File: config.mk
export PLATFORM = sky130hd
export DESIGN_NAME = spi_pixel_master
export DESIGN_NICKNAME = d
export VERILOG_FILES = /design/src/rtl/spi_pixel_master.sv
export SDC_FILE = /design/constraint.sdc
export NUM_CORES = 1
export LEC_CHECK = 0
export BUFFER_PORTS_ARGS = -buffer_cell sky130_fd_sc_hd__buf_2
export CELL_PAD_IN_SITES_DETAIL_PLACEMENT = 1
export CELL_PAD_IN_SITES_GLOBAL_PLACEMENT = 2
export CORE_ASPECT_RATIO = 0.75
export CORE_MARGIN = 2
export CORE_UTILIZATION = 36
export DETAILED_ROUTE_END_ITERATION = 8
export MAX_ROUTING_LAYER = met4
export PLACE_DENSITY = 0.94
export SLEW_MARGIN = 20
export SYNTH_ARGS = -nofsm -noshare
export SYNTH_HDL_FRONTEND = slang
export SYNTH_SLANG_ARGS = --single-unit
File: constraint.sdc
create_clock -name clk_p -period 3.7 [get_ports clk_p]
set_clock_uncertainty 0.05 [all_clocks]
set_input_delay 0.37 -clock clk_p [delete_from_list [all_inputs] [get_ports clk_p]]
set_output_delay 0.37 -clock clk_p [all_outputs]
set_load 0.005 [all_outputs]
File: src/rtl/spi_pixel_master.sv
// Host-side SPI mode-0 initiator: register write/read, screen reset and pixel streaming frames.
// Optional SPI_MASTER_ECHO_EN: report every MISO byte received while pixel bytes are streamed.
module spi_pixel_master #(
    parameter int CLK_DIV = 4,
    parameter int CS_IDLE = 4,
    parameter int GRP_W   = 16
) (
    input  logic             clk_p,
    input  logic             rst_p,
    input  logic             cmd_valid,
    output logic             cmd_ready,
    input  logic [1:0]       cmd_op,
    input  logic [7:0]       cmd_addr,
    input  logic [7:0]       cmd_wdata,
    input  logic [GRP_W-1:0] cmd_len,
    input  logic             pix_valid,
    output logic             pix_ready,
    input  logic [47:0]      pix_data,
    output logic             rx_valid,
    output logic [7:0]       rx_data,
    output logic             busy,
    output logic             sck,
    output logic             css,
    output logic             mosi,
    input  logic             miso
);

    typedef enum logic [2:0] {
        IDLE     = 3'd0,
        CS_SETUP = 3'd1,
        SHIFT    = 3'd2,
        NEXT     = 3'd3,
        CS_HOLD  = 3'd4,
        CS_GAP   = 3'd5
    } state_t;

    localparam logic [1:0]  OP_WRITE  = 2'd0;
    localparam logic [1:0]  OP_READ   = 2'd1;
    localparam logic [1:0]  OP_SCRST  = 2'd2;
    localparam logic [1:0]  OP_STREAM = 2'd3;
    localparam logic [15:0] DIV_LAST  = 16'(CLK_DIV - 1);
    localparam logic [15:0] GAP_LAST  = 16'(CS_IDLE - 1);

    state_t             state;
    logic [15:0]        div_cnt;
    logic [2:0]         bit_cnt;
    logic [2:0]         byte_idx;
    logic               in_pix;
    logic               loaded;
    logic [1:0]         op;
    logic [7:0]         addr;
    logic [7:0]         wdata;
    logic [GRP_W-1:0]   grp_cnt;
    logic [6:0]         tx_shift;
    logic [6:0]         rx_shift;
    logic [39:0]        pix_buf;
    logic               rx_en;
    logic [7:0]         next_hdr;

    // Header byte for a given frame position (0..2) of each command type.
    function automatic logic [7:0] hdr_byte(input logic [1:0] o, input logic [2:0] idx,
                                            input logic [7:0] a, input logic [7:0] d);
        logic [7:0] b;
        b = 8'h00;
        case (idx)
            3'd0: begin
                case (o)
                    OP_WRITE:  b = 8'h80;
                    OP_READ:   b = 8'h81;
                    OP_SCRST:  b = {7'b0100000, a[0]};
                    OP_STREAM: b = 8'h55;
                    default:   b = 8'h00;
                endcase
            end
            3'd1:    b = (o == OP_WRITE || o == OP_READ) ? a : 8'h00;
            3'd2:    b = (o == OP_WRITE) ? d : 8'h00;
            default: b = 8'h00;
        endcase
        return b;
    endfunction

`ifdef SPI_MASTER_ECHO_EN
    assign rx_en = in_pix || (op == OP_READ && byte_idx == 3'd2);
`else
    assign rx_en = !in_pix && op == OP_READ && byte_idx == 3'd2;
`endif

    assign next_hdr = hdr_byte(op, byte_idx, addr, wdata);

    // Frame sequencer: owns css/sck/mosi timing, byte selection and MISO capture.
    always_ff @(posedge clk_p) begin
        if (rst_p) begin
            state     <= IDLE;
            div_cnt   <= 16'd0;
            bit_cnt   <= 3'd0;
            byte_idx  <= 3'd0;
            in_pix    <= 1'b0;
            loaded    <= 1'b0;
            op        <= 2'd0;
            addr      <= 8'h00;
            wdata     <= 8'h00;
            grp_cnt   <= {GRP_W{1'b0}};
            tx_shift  <= 7'd0;
            rx_shift  <= 7'd0;
            pix_buf   <= 40'd0;
            cmd_ready <= 1'b0;
            pix_ready <= 1'b0;
            rx_valid  <= 1'b0;
            rx_data   <= 8'h00;
            busy      <= 1'b0;
            sck       <= 1'b0;
            css       <= 1'b0;
            mosi      <= 1'b0;
        end else begin
            pix_ready <= 1'b0;
            rx_valid  <= 1'b0;
            case (state)
                IDLE: begin
                    sck <= 1'b0;
                    css <= 1'b0;
                    if (cmd_valid && cmd_ready) begin
                        op        <= cmd_op;
                        addr      <= cmd_addr;
                        wdata     <= cmd_wdata;
                        grp_cnt   <= cmd_len;
                        cmd_ready <= 1'b0;
                        busy      <= 1'b1;
                        css       <= 1'b1;
                        tx_shift  <= hdr_byte(cmd_op, 3'd0, cmd_addr, cmd_wdata) & 8'h7f;
                        mosi      <= hdr_byte(cmd_op, 3'd0, cmd_addr, cmd_wdata) >> 7;
                        div_cnt   <= 16'd0;
                        bit_cnt   <= 3'd0;
                        byte_idx  <= 3'd0;
                        in_pix    <= 1'b0;
                        state     <= CS_SETUP;
                    end else begin
                        cmd_ready <= 1'b1;
                    end
                end
                CS_SETUP: begin
                    if (div_cnt == DIV_LAST) begin
                        div_cnt  <= 16'd0;
                        sck      <= 1'b1;
                        rx_shift <= {rx_shift[5:0], miso};
                        state    <= SHIFT;
                    end else begin
                        div_cnt <= div_cnt + 16'd1;
                    end
                end
                SHIFT: begin
                    if (div_cnt != DIV_LAST) begin
                        div_cnt <= div_cnt + 16'd1;
                    end else if (sck) begin
                        div_cnt <= 16'd0;
                        sck     <= 1'b0;
                        if (bit_cnt == 3'd7) begin
                            bit_cnt <= 3'd0;
                            loaded  <= 1'b0;
                            if (!in_pix) begin
                                if (byte_idx != 3'd2) begin
                                    byte_idx <= byte_idx + 3'd1;
                                    state    <= NEXT;
                                end else if (op == OP_STREAM && grp_cnt != {GRP_W{1'b0}}) begin
                                    in_pix   <= 1'b1;
                                    byte_idx <= 3'd0;
                                    state    <= NEXT;
                                end else begin
                                    mosi  <= 1'b0;
                                    state <= CS_HOLD;
                                end
                            end else if (byte_idx != 3'd5) begin
                                byte_idx <= byte_idx + 3'd1;
                                state    <= NEXT;
                            end else begin
                                grp_cnt  <= grp_cnt - GRP_W'(1);
                                byte_idx <= 3'd0;
                                if (grp_cnt != GRP_W'(1)) begin
                                    state <= NEXT;
                                end else begin
                                    mosi  <= 1'b0;
                                    state <= CS_HOLD;
                                end
                            end
                        end else begin
                            bit_cnt  <= bit_cnt + 3'd1;
                            mosi     <= tx_shift[6];
                            tx_shift <= {tx_shift[5:0], 1'b0};
                        end
                    end else begin
                        div_cnt  <= 16'd0;
                        sck      <= 1'b1;
                        rx_shift <= {rx_shift[5:0], miso};
                        if (bit_cnt == 3'd7 && rx_en) begin
                            rx_data  <= {rx_shift, miso};
                            rx_valid <= 1'b1;
                        end else begin
                            rx_valid <= 1'b0;
                        end
                    end
                end
                NEXT: begin
                    // sck stays low here; a new pixel group may stall indefinitely
                    if (!loaded) begin
                        div_cnt <= 16'd0;
                        if (!in_pix) begin
                            tx_shift <= next_hdr[6:0];
                            mosi     <= next_hdr[7];
                            loaded   <= 1'b1;
                        end else if (byte_idx != 3'd0) begin
                            tx_shift <= pix_buf[38:32];
                            mosi     <= pix_buf[39];
                            pix_buf  <= {pix_buf[31:0], 8'h00};
                            loaded   <= 1'b1;
                        end else if (pix_valid) begin
                            tx_shift  <= pix_data[46:40];
                            mosi      <= pix_data[47];
                            pix_buf   <= pix_data[39:0];
                            pix_ready <= 1'b1;
                            loaded    <= 1'b1;
                        end else begin
                            loaded <= 1'b0;
                        end
                    end else if (div_cnt == DIV_LAST) begin
                        div_cnt  <= 16'd0;
                        sck      <= 1'b1;
                        rx_shift <= {rx_shift[5:0], miso};
                        state    <= SHIFT;
                    end else begin
                        div_cnt <= div_cnt + 16'd1;
                    end
                end
                CS_HOLD: begin
                    sck <= 1'b0;
                    if (div_cnt == DIV_LAST) begin
                        div_cnt <= 16'd0;
                        css     <= 1'b0;
                        state   <= CS_GAP;
                    end else begin
                        div_cnt <= div_cnt + 16'd1;
                    end
                end
                CS_GAP: begin
                    if (div_cnt == GAP_LAST) begin
                        div_cnt   <= 16'd0;
                        busy      <= 1'b0;
                        cmd_ready <= 1'b1;
                        state     <= IDLE;
                    end else begin
                        div_cnt <= div_cnt + 16'd1;
                    end
                end
                default: begin
                    sck   <= 1'b0;
                    css   <= 1'b0;
                    state <= IDLE;
                end
            endcase
        end
    end

endmodule
Word-level counts from Yosys, hierarchy flattened. Index checks and enable logic that the tools add are counted. W data, S select, Z words.

Equality and inequality tests: 37. Divide/modulo/power cells: 0. Reductions and logical operators: 41. $add $sub $neg: 4. Muxes and demuxes: 104. Magnitude comparators: 0. Shift-type cells: 0. $mul: 0. Bitwise logic cells: 8.

Operator list (number): $mux W16 (10); $mux W7 (12); $mux W40 (2); $mux W3 (24); $pmux W16 S4 (1); $pmux W8 S4 (2); $pmux W7 S3 (2); $mux W1 (37); $pmux W16 S2 (1); $ne A2 B2 Y1 const B (12); $ne A4 B4 Y1 const B (6); $pmux W8 S3 (1); $reduce_and A7 Y1 (3); $reduce_and A4 Y1 (5); $pmux W3 S6 (1); $add A16 B1 Y16 const B (1); $eq A16 B2 Y1 const B (1); $mux W8 (2); $ne A16 B1 Y1 const B (1); $ne A16 B2 Y1 const B (1); $reduce_bool A16 Y1 (1); $sub A16 B1 Y16 const B (1); $pmux W3 S2 (2); $reduce_and A10 Y1 (1); other kinds (27) (64).

Memories: 0. Memory bits (read-only): 0. Flip-flop bits (word level): 130. Input port bits: 87. Latch bits: 0. Memory bits (writable): 0.

Depth between registers and ports, before layout. Gate-level depths: netlist (run 1).

Word-level depth: 9. Gate-level depth with buffers: 9. Gate-level depth less buffers: 7.

Least setup slack after synthesis (run 1). No wires, ideal clock.

Kind: register -> register. From: reg div_cnt[0]. To: reg state[2]. Required time: 3.580 ns. Stages on the path, launching flop included: 8. Path buffers: 0. Arrival: 2.088 ns. Slack: 1.492 ns. Cell sequence: dfxtp_1 > ha_1 > nor4b_4 > nand4_1 > or3_1 > a311o_1 > a2111o_1 > a21oi_1.

Longest elaborated chain between the ends: 4. Elaborated cells between the ends (all ways): 9. Those cells by class: eq/ne: 5; mux: 3; reduce/logical: 1.

RTL lines: start: declaration (RTL line 45) `logic [15:0] div_cnt;`; start signal: assignment (RTL line 147) `div_cnt <= div_cnt + 16'd1;`; start signal: assignment (RTL line 152) `div_cnt <= div_cnt + 16'd1;`; start signal: assignment (RTL line 229) `div_cnt <= div_cnt + 16'd1;`; $eq A16 B2 Y1; $mux W3 (2 in a row); $pmux W3 S6; end signal: assignment (RTL line 145) `state <= SHIFT;`; end signal: assignment (RTL line 227) `state <= SHIFT;`; end signal: assignment (RTL line 237) `state <= CS_GAP;`; end: declaration (RTL line 44) `state_t state;`.

Parallel ways exist; a longest one is shown, timed or not. The select of a mux whose other input is x is not followed. A chain may end at the register's enable or synchronous reset.

Final worst setup path (run 1).
From: reg state[0]. To: reg tx_shift[0].

Longest elaborated chain between the ends: 3. Elaborated cells between the ends (all ways): 12. Those cells by class: eq/ne: 8; mux: 1; reduce/logical: 3.

RTL lines: start signal: assignment (RTL line 93) `state <= IDLE;`; start signal: assignment (RTL line 135) `state <= CS_SETUP;`; start signal: assignment (RTL line 145); $eq A3 B2 Y1 or $logic_not A3 Y1 (tied branches) (RTL line 117) `case (state)`; $ne A4 B4 Y1 (no line), or another cell as far along; $reduce_and A7 Y1 (no line); end signal: assignment (RTL line 129) `tx_shift <= hdr_byte(cmd_op, 3'd0, cmd_addr, cmd_wdata) & 8'h7f;`; end signal: assignment (RTL line 187) `tx_shift <= {tx_shift[5:0], 1'b0};`; end signal: assignment (RTL line 206) `tx_shift <= next_hdr[6:0];`; end: declaration (RTL line 54) `logic [6:0] tx_shift;`.

Parallel ways exist; a longest one is shown, timed or not.

==> flow_summary.rst, run 1 <==
.. list-table::
   :header-rows: 1

   * - Metric
     - Value
   * - Number of cells upsized or downsized after cts
     - 0
   * - Required time at the endpoint of the critical path
     - 3.97 ns
   * - Setup repair after global routing missed its margin
     - no
   * - Synth Instances
     - 772
   * - Finish-stage setup viols
     - 0
   * - Final weighted congestion in routability-driven placement
     - 0.860
   * - Number of synthesized register bits
     - 130
   * - Sequential cell area fraction in the yosys report
     - 40.4%
   * - Most common flop cell mapped by yosys
     - sky130_fd_sc_hd__dfxtp_1
   * - Final ANT Viol Nets
     - 0
   * - Clock buffers created by TritonCTS
     - 17
   * - PD cells
     - 601 nW/um^2
   * - Top cells by area, synth
     - sky130_fd_sc_hd__dfxtp_1 40%, sky130_fd_sc_hd__mux2i_1 10%, sky130_fd_sc_hd__nor2_1 6.6%
   * - Final Cell Area
     - 7720 um^2
   * - Post-synthesis cell type with the largest combined area
     - sky130_fd_sc_hd__dfxtp_1
   * - Starting DRC count in detailed routing
     - 415
   * - Highest fanout seen on the critical path
     - 42
   * - Final critical path time including I/O delays and setup
     - 2.83 ns
   * - I/O pin count
     - 102
   * - Final routed DRC violation total
     - 0
   * - Syn Area/Cell
     - 8.34 um^2
   * - Total placed cells including tap cells
     - 1068
   * - Top cell type's share of synthesized area
     - 40.4%
   * - Fraction of layout instances using a drive strength above 1
     - 19.7%
   * - Delay of the slowest cell on the worst path
     - 0.80 ns
   * - Die Area
     - 19000 um^2
   * - Synthesized area
     - 6440 um^2
   * - Die height
     - 120 um
   * - Result of the run
     - finished, final reports clean
   * - Gr ovfl total
     - 0
   * - Antenna violations before repair
     - 1
   * - Setup ws final
     - 0.873 ns
   * - Final Hold Fails
     - 0
   * - Number of flops mapped to enable cells by yosys
     - 0
   * - Worst-path cell with the longest stage delay
     - sky130_fd_sc_hd__or3b_2
   * - Routed length per instance
     - 17.2 um
   * - Max-slew headroom at the worst pin
     - 37.6%
   * - Max-capacitance violation count
     - 0
   * - Vias in the first global route
     - 5920
   * - Cell-by-cell listing of the critical path
     - or3b_2 -> nor2_1 -> nor3_4 -> o21ai_1 -> o221a_2
   * - Source-to-sink clock delay at the later pin of the worst-skew pair
     - 0.43 ns
   * - Clock root buffer
     - sky130_fd_sc_hd__clkbuf_16
   * - CP bufs+invs
     - 0
   * - Worst-margin pin slew
     - 0.928 ns
   * - Count of placed standard cells in the final layout, fillers left out
     - 1100
   * - Tcrit/Tclk final
     - 76.4%
   * - Category of the critical setup timing path
     - reg2reg
   * - Total Wirelength
     - 19000 um
   * - Static leakage
     - 0.00309 uW
   * - Clock sink count
     - 130
   * - DR vias/cell
     - 5.50
   * - Number of warning messages in the yosys log
     - 0
   * - Core region area
     - 17600 um^2
   * - Pre-CTS WS
     - 0.938 ns
   * - Clock tree from TritonCTS
     - yes
   * - Count of final max-slew check failures
     - 0
   * - Arrival time of data at the critical path endpoint
     - 3.09 ns
   * - Kind of cell adding the most delay to the critical path
     - simple AND/OR/NAND/NOR gates
   * - Die Span X
     - 158 um
   * - # rows
     - 42
   * - Area of placed instances
     - 7100 um^2
   * - CP endpoint kind
     - register
   * - Number of distinct library cells after synthesis
     - 63
   * - All-Layer GR Usage
     - 21.2%
   * - Max Fclk
     - 0.354 GHz
   * - Layout area overhead
     - 19.9%
   * - Type of the worst min-delay path
     - in2reg
   * - Net count of the mapped netlist
     - 865
   * - Count of buffers added by post-CTS timing repair for setup
     - 0
   * - Fill count
     - 2103
   * - First drt pass iteration count
     - 4
   * - Total Neg Setup Slack
     - 0 ns
   * - Peak supply drop
     - 0.000251 V
   * - Fin nets
     - 938
   * - Total number of vias
     - 6054
   * - Reg clk slew, reported paths
     - 0.06 ns
   * - Fraction of registers with async set/reset
     - 0%
   * - Maximum level of the CTS H-tree
     - 4
   * - Crit path launch type
     - register
   * - CTS hold repair buffers
     - 0
   * - Count of buffers from port buffering
     - 101
   * - Global-route wire length before repair
     - 30800 um
   * - Maximum buffer depth of the clock tree
     - 2
   * - HPWL reported at the end of detailed placement
     - 13500 um
   * - Maximum number of pins on one net before global-route repair
     - 65
   * - Initial core utilization
     - 36.6%
-- cell usage after synthesis (13+ instances only) --
cell / number
sky130_fd_sc_hd__a22oi_1: 25
sky130_fd_sc_hd__clkbuf_1: 41
sky130_fd_sc_hd__o21ai_0: 31
sky130_fd_sc_hd__dfxtp_1: 130
sky130_fd_sc_hd__nand2_1: 80
sky130_fd_sc_hd__mux2i_1: 65
sky130_fd_sc_hd__a21oi_1: 57
sky130_fd_sc_hd__nand3_1: 15
sky130_fd_sc_hd__buf_2: 13
sky130_fd_sc_hd__nor2_1: 113
sky130_fd_sc_hd__nor3_1: 19
sky130_fd_sc_hd__a211oi_1: 39
-- through the flow --
step / power, uW / hold slack (ns) / utilization (%)
floorplan: 2550 / 0.386 / -
global placement: 2880 / 0.393 / 40.4
detailed placement: 2900 / 0.407 / 40.4
CTS: 4660 / 0.112 / 43.8
global route: 4900 / 0.136 / 43.9
finish: 4640 / 0.126 / 43.9
-- layout make-up --
type                       instances  area, um^2  share of cell area (%)
antenna                            1        2.50                  0.0324
clock buffer                      19         453                    5.87
clock inverter                    12         156                    2.03
inverter                           8        30.0                   0.389
multi-input combinational        578        3600                    46.6
sequential                       130        2600                    33.7
tap                              242         303                    3.92
timing repair buffer             110         576                    7.45
-- path summary, 6_finish.rpt --
| kind | cells after the start | endpoint | slack (ns) | start |
|---|---|---|---|---|
| max reg2reg | 5 | tx_shift[0] | 0.87 | state[0] |
| min | 3 | pix_buf[6] | 0.13 | pix_data[6] |
| min reg2reg | 2 | wdata[4] | 0.41 | wdata[4] |
| max | 5 | tx_shift[0] | 0.87 | state[0] |
-- per-layer routing --
layer  up-vias  wire, um  global-route usage, %
met4         0       320                   7.49
met1      2916      9280                   30.0
met5         -         0                      -
met3        30      1030                   3.47
met2       132      8340                   30.6
li1       2976         -                      -
-- tightest hold or removal path: cells and delay by family --
family / cells / cell delay [ns]
buf+inv: 1 / 0.08
compound gates: 1 / 0.05
simple gates: 1 / 0.07
-- flip-flops by register name, summed over array words and instances (netlist names), 2 cells and up --
register  count
rx_shift      7
pix_buf      40
wdata         8
grp_cnt      16
tx_shift      7
op            2
bit_cnt       3
addr          8
byte_idx      3
div_cnt      16
rx_data       8
state         3
-- layout by cell type, fill, tap and decap left out, types with 4 or more instances in the layout --
cell type / n
sky130_fd_sc_hd__dfxtp_1: 130
sky130_fd_sc_hd__nor2_1: 113
sky130_fd_sc_hd__buf_2: 100
sky130_fd_sc_hd__nand2_1: 80
sky130_fd_sc_hd__mux2i_1: 65
sky130_fd_sc_hd__a21oi_1: 57
sky130_fd_sc_hd__a211oi_1: 39
sky130_fd_sc_hd__o21ai_0: 31
sky130_fd_sc_hd__a22oi_1: 25
sky130_fd_sc_hd__nor3_1: 19
sky130_fd_sc_hd__clkbuf_16: 17
sky130_fd_sc_hd__nand3_1: 15
sky130_fd_sc_hd__buf_4: 10
sky130_fd_sc_hd__inv_1: 8
sky130_fd_sc_hd__and2_1: 7
sky130_fd_sc_hd__a31oi_1: 7
sky130_fd_sc_hd__nor4_1: 6
sky130_fd_sc_hd__a311oi_1: 6
sky130_fd_sc_hd__o221ai_1: 6
sky130_fd_sc_hd__ha_1: 6
sky130_fd_sc_hd__nor2b_1: 5
sky130_fd_sc_hd__nand4_1: 5
sky130_fd_sc_hd__nor3b_1: 5
sky130_fd_sc_hd__and3_1: 5
sky130_fd_sc_hd__or3_1: 4
sky130_fd_sc_hd__nor3_2: 4
sky130_fd_sc_hd__nor4b_1: 4
sky130_fd_sc_hd__or2_2: 4
sky130_fd_sc_hd__or4_1: 4
sky130_fd_sc_hd__o21a_1: 4
-- cells by family (layout without fill, tap and decap cells) --
kind of cell,after synthesis,after routing,synth area share (%)
buffers and inverters,64,149,3.98
flip-flops,130,130,40.4
multiplexers,66,66,10.3
AND/OR/NAND/NOR,300,300,22.9
other,0,1,0
AO/OA/AOI/OAI,206,206,21.3
adder cells (fa/ha/maj),6,6,1.17
-- power by group --
part / switching, uW / total (uW) / leakage [uW] / internal [uW]
sequential: 128 / 1630 / 0.00105 / 1500
combinational: 786 / 1260 / 0.00174 / 473
clock: 663 / 1760 / 0.000300 / 1090
(Power assumes the default switching activity.)
==> run 2, diff against run 1 <==
CORE_UTILIZATION = 34   (was 36)
PLACE_DENSITY = 0.9   (was 0.94)
clock period = 2.8 ns   (was 3.7 ns; I/O delays follow)
==> flow_summary.rst, run 2 (synthesized netlist as in run 1, its figures left out) <==
.. list-table::
   :header-rows: 1

   * - Metric
     - Value
   * - Global-route wire length before repair
     - 30500 um (was 30800 um)
   * - Static leakage
     - 0.00320 uW (was 0.00309 uW)
   * - Max-slew headroom at the worst pin
     - 31.9% (was 37.6%)
   * - Ant diodes
     - 0 (was 1)
   * - Routed length per instance
     - 16.9 um (was 17.2 um)
   * - Maximum buffer depth of the clock tree
     - 2 (unchanged)
   * - Clock root buffer
     - sky130_fd_sc_hd__clkbuf_16 (unchanged)
   * - Final weighted congestion in routability-driven placement
     - 0.858 (was 0.860)
   * - Flip-flop count of the largest register after layout
     - 40 (unchanged)
   * - Count of buffers from port buffering
     - 101 (unchanged)
   * - Category of the critical setup timing path
     - reg2reg (unchanged)
   * - CP bufs+invs
     - 0 (unchanged)
   * - Core region area
     - 18500 um^2 (was 17600 um^2)
   * - Crit path launch type
     - register (unchanged)
   * - Delay of the slowest cell on the worst path
     - 0.74 ns (was 0.80 ns)
   * - Largest regs
     - pix_buf: 40 flops, div_cnt: 16 flops, grp_cnt: 16 flops (unchanged)
   * - CTS hold repair buffers
     - 0 (unchanged)
   * - First drt pass iteration count
     - 5 (was 4)
   * - Final routed DRC violation total
     - 0 (unchanged)
   * - Arrival time of data at the critical path endpoint
     - 2.78 ns (was 3.09 ns)
   * - Fin nets
     - 957 (was 938)
   * - # rows
     - 43 (was 42)
   * - Max Fclk
     - 0.396 GHz (was 0.354 GHz)
   * - Number of cells upsized or downsized after cts
     - 0 (unchanged)
   * - Fraction of layout instances using a drive strength above 1
     - 21.3% (was 19.7%)
   * - Tcrit/Tclk final
     - 90.2% (was 76.4%)
   * - Worst reg2reg path startpoint
     - grp_cnt[5] (was state[0])
   * - Die Span X
     - 163 um (was 158 um)
   * - Startpoint of the worst hold path
     - cmd_wdata[6] (was pix_data[6])
   * - Reg clk slew, reported paths
     - 0.06 ns (about the same)
   * - Antenna violations before repair
     - 0 (was 1)
   * - Source-to-sink clock delay at the later pin of the worst-skew pair
     - 0.42 ns (was 0.43 ns)
   * - Count of final max-slew check failures
     - 0 (unchanged)
   * - Peak supply drop
     - 0.000394 V (was 0.000251 V)
   * - Initial core utilization
     - 34.8% (was 36.6%)
   * - Die Area
     - 20100 um^2 (was 19000 um^2)
   * - Area of placed instances
     - 7270 um^2 (was 7100 um^2)
   * - Total Neg Setup Slack
     - 0 ns (unchanged)
   * - Required time at the endpoint of the critical path
     - 3.05 ns (was 3.97 ns)
   * - Final Hold Fails
     - 0 (unchanged)
   * - Final critical path time including I/O delays and setup
     - 2.52 ns (was 2.83 ns)
   * - Highest fanout seen on the critical path
     - 9 (was 42)
   * - Maximum number of pins on one net before global-route repair
     - 65 (unchanged)
   * - Most frequent cells in the layout
     - 130 x sky130_fd_sc_hd__dfxtp_1, 113 x sky130_fd_sc_hd__nor2_1, 100 x sky130_fd_sc_hd__buf_2, 80 x sky130_fd_sc_hd__nand2_1, 65 x sky130_fd_sc_hd__mux2i_1 (unchanged)
   * - Total power draw
     - 6320 uW (was 4640 uW)
   * - Reg-to-reg slack, setup
     - 0.28 ns (was 0.87 ns)
   * - PD cells
     - 799 nW/um^2 (was 601 nW/um^2)
   * - Register with the most flip-flops
     - pix_buf (unchanged)
   * - I/O pin count
     - 102 (unchanged)
   * - Launch point of the worst path
     - grp_cnt[5] (was state[0])
   * - Count of buffers added by post-CTS timing repair for setup
     - 0 (unchanged)
   * - Maximum level of the CTS H-tree
     - 4 (unchanged)
   * - Starting DRC count in detailed routing
     - 343 (was 415)
   * - Clock buffers created by TritonCTS
     - 17 (unchanged)
   * - Finish-stage setup viols
     - 0 (unchanged)
   * - Final ANT Viol Nets
     - 0 (unchanged)
   * - Vias in the first global route
     - 5875 (was 5920)
   * - Worst-margin pin slew
     - 1.01 ns (was 0.928 ns)
   * - Setup repair after global routing missed its margin
     - no (unchanged)
   * - Type of the worst min-delay path
     - in2reg (unchanged)
   * - Most frequent standard cell in the layout excluding fill and tap cells
     - sky130_fd_sc_hd__dfxtp_1 (unchanged)
   * - Setup ws final
     - 0.275 ns (was 0.873 ns)
   * - HPWL reported at the end of detailed placement
     - 13200 um (was 13500 um)
   * - All-Layer GR Usage
     - 19.7% (was 21.2%)
   * - Tightest hold margin
     - 0.0472 ns (was 0.126 ns)
   * - Layout area overhead
     - 22.8% (was 19.9%)
   * - Kind of cell adding the most delay to the critical path
     - simple AND/OR/NAND/NOR gates (unchanged)
   * - DR vias/cell
     - 5.37 (was 5.50)
   * - Clock sink count
     - 130 (unchanged)
   * - Max-capacitance violation count
     - 0 (unchanged)
   * - Cell-by-cell listing of the critical path
     - or4_1 -> nor3_1 -> a22oi_1 -> nand3b_1 -> nor3b_1 -> a311o_2 (was or3b_2 -> nor2_1 -> nor3_4 -> o21ai_1 -> o221a_2)
   * - Final Cell Area
     - 7910 um^2 (was 7720 um^2)
   * - Result of the run
     - finished, final reports clean (unchanged)
   * - Clock tree from TritonCTS
     - yes (unchanged)
   * - Gr ovfl total
     - 0 (unchanged)
   * - Worst-path cell with the longest stage delay
     - sky130_fd_sc_hd__or4_1 (was sky130_fd_sc_hd__or3b_2)
   * - Die height
     - 123 um (was 120 um)
   * - CP endpoint kind
     - register (unchanged)
   * - Pre-CTS WS
     - 0.308 ns (was 0.938 ns)
   * - Total Wirelength
     - 18900 um (was 19000 um)
   * - Total number of vias
     - 6035 (was 6054)
[run 2: cell types whose count changed in the layout (fill, tap and decap cells not counted), sizes merged]
cell    previous run  this run
buf              110       129
clkinv             6         3
inv               10        13
bufinv             3         4
diode              1         0
[run 2: report_power, final]
part,switching [uW],total [uW],internal [uW]
logic,1090,1780,688
clock network,879,2410,1530
registers,147,2130,1980
total,2120,6320,4200
[run 2: stage by stage]
stage | utilization (%) | cells
global route | 42.7 | 1124
global placement | 39.3 | 1092
floorplan | - | 772
finish | 42.7 | 1124
CTS | 42.7 | 1124
detailed placement | 39.3 | 1092
[run 2: final timing paths]
| path | cells after the start | to |
|---|---|---|
| min reg2reg | 2 | addr[3] |
| max reg2reg | 6 | state[1] |
| max | 6 | state[1] |
| min | 3 | wdata[6] |
[run 2: layout make-up]
type | instances | area [um^2]
Tap cell | 247 | 309
Clock inverter | 13 | 198
Sequential cell | 130 | 2600
Fill cell | 2241 | 10600
Timing Repair Buffer | 129 | 731
Inverter | 8 | 30.0
Clock buffer | 19 | 443
Multi-Input combinational cell | 578 | 3590
[run 2: metal layers]
metal	vias to the layer above	GRT usage (%)	routed length [um]
met4	0	6.58	216
li1	3011	-	-
met1	2883	27.0	9550
met3	20	3.72	786
met2	121	29.2	8400
met5	-	-	0
[run 2: worst min-delay path, stage by stage]
cell and delay, ns:
sky130_fd_sc_hd__buf_2 0.10, sky130_fd_sc_hd__nand2_1 0.05, sky130_fd_sc_hd__a21oi_1 0.05
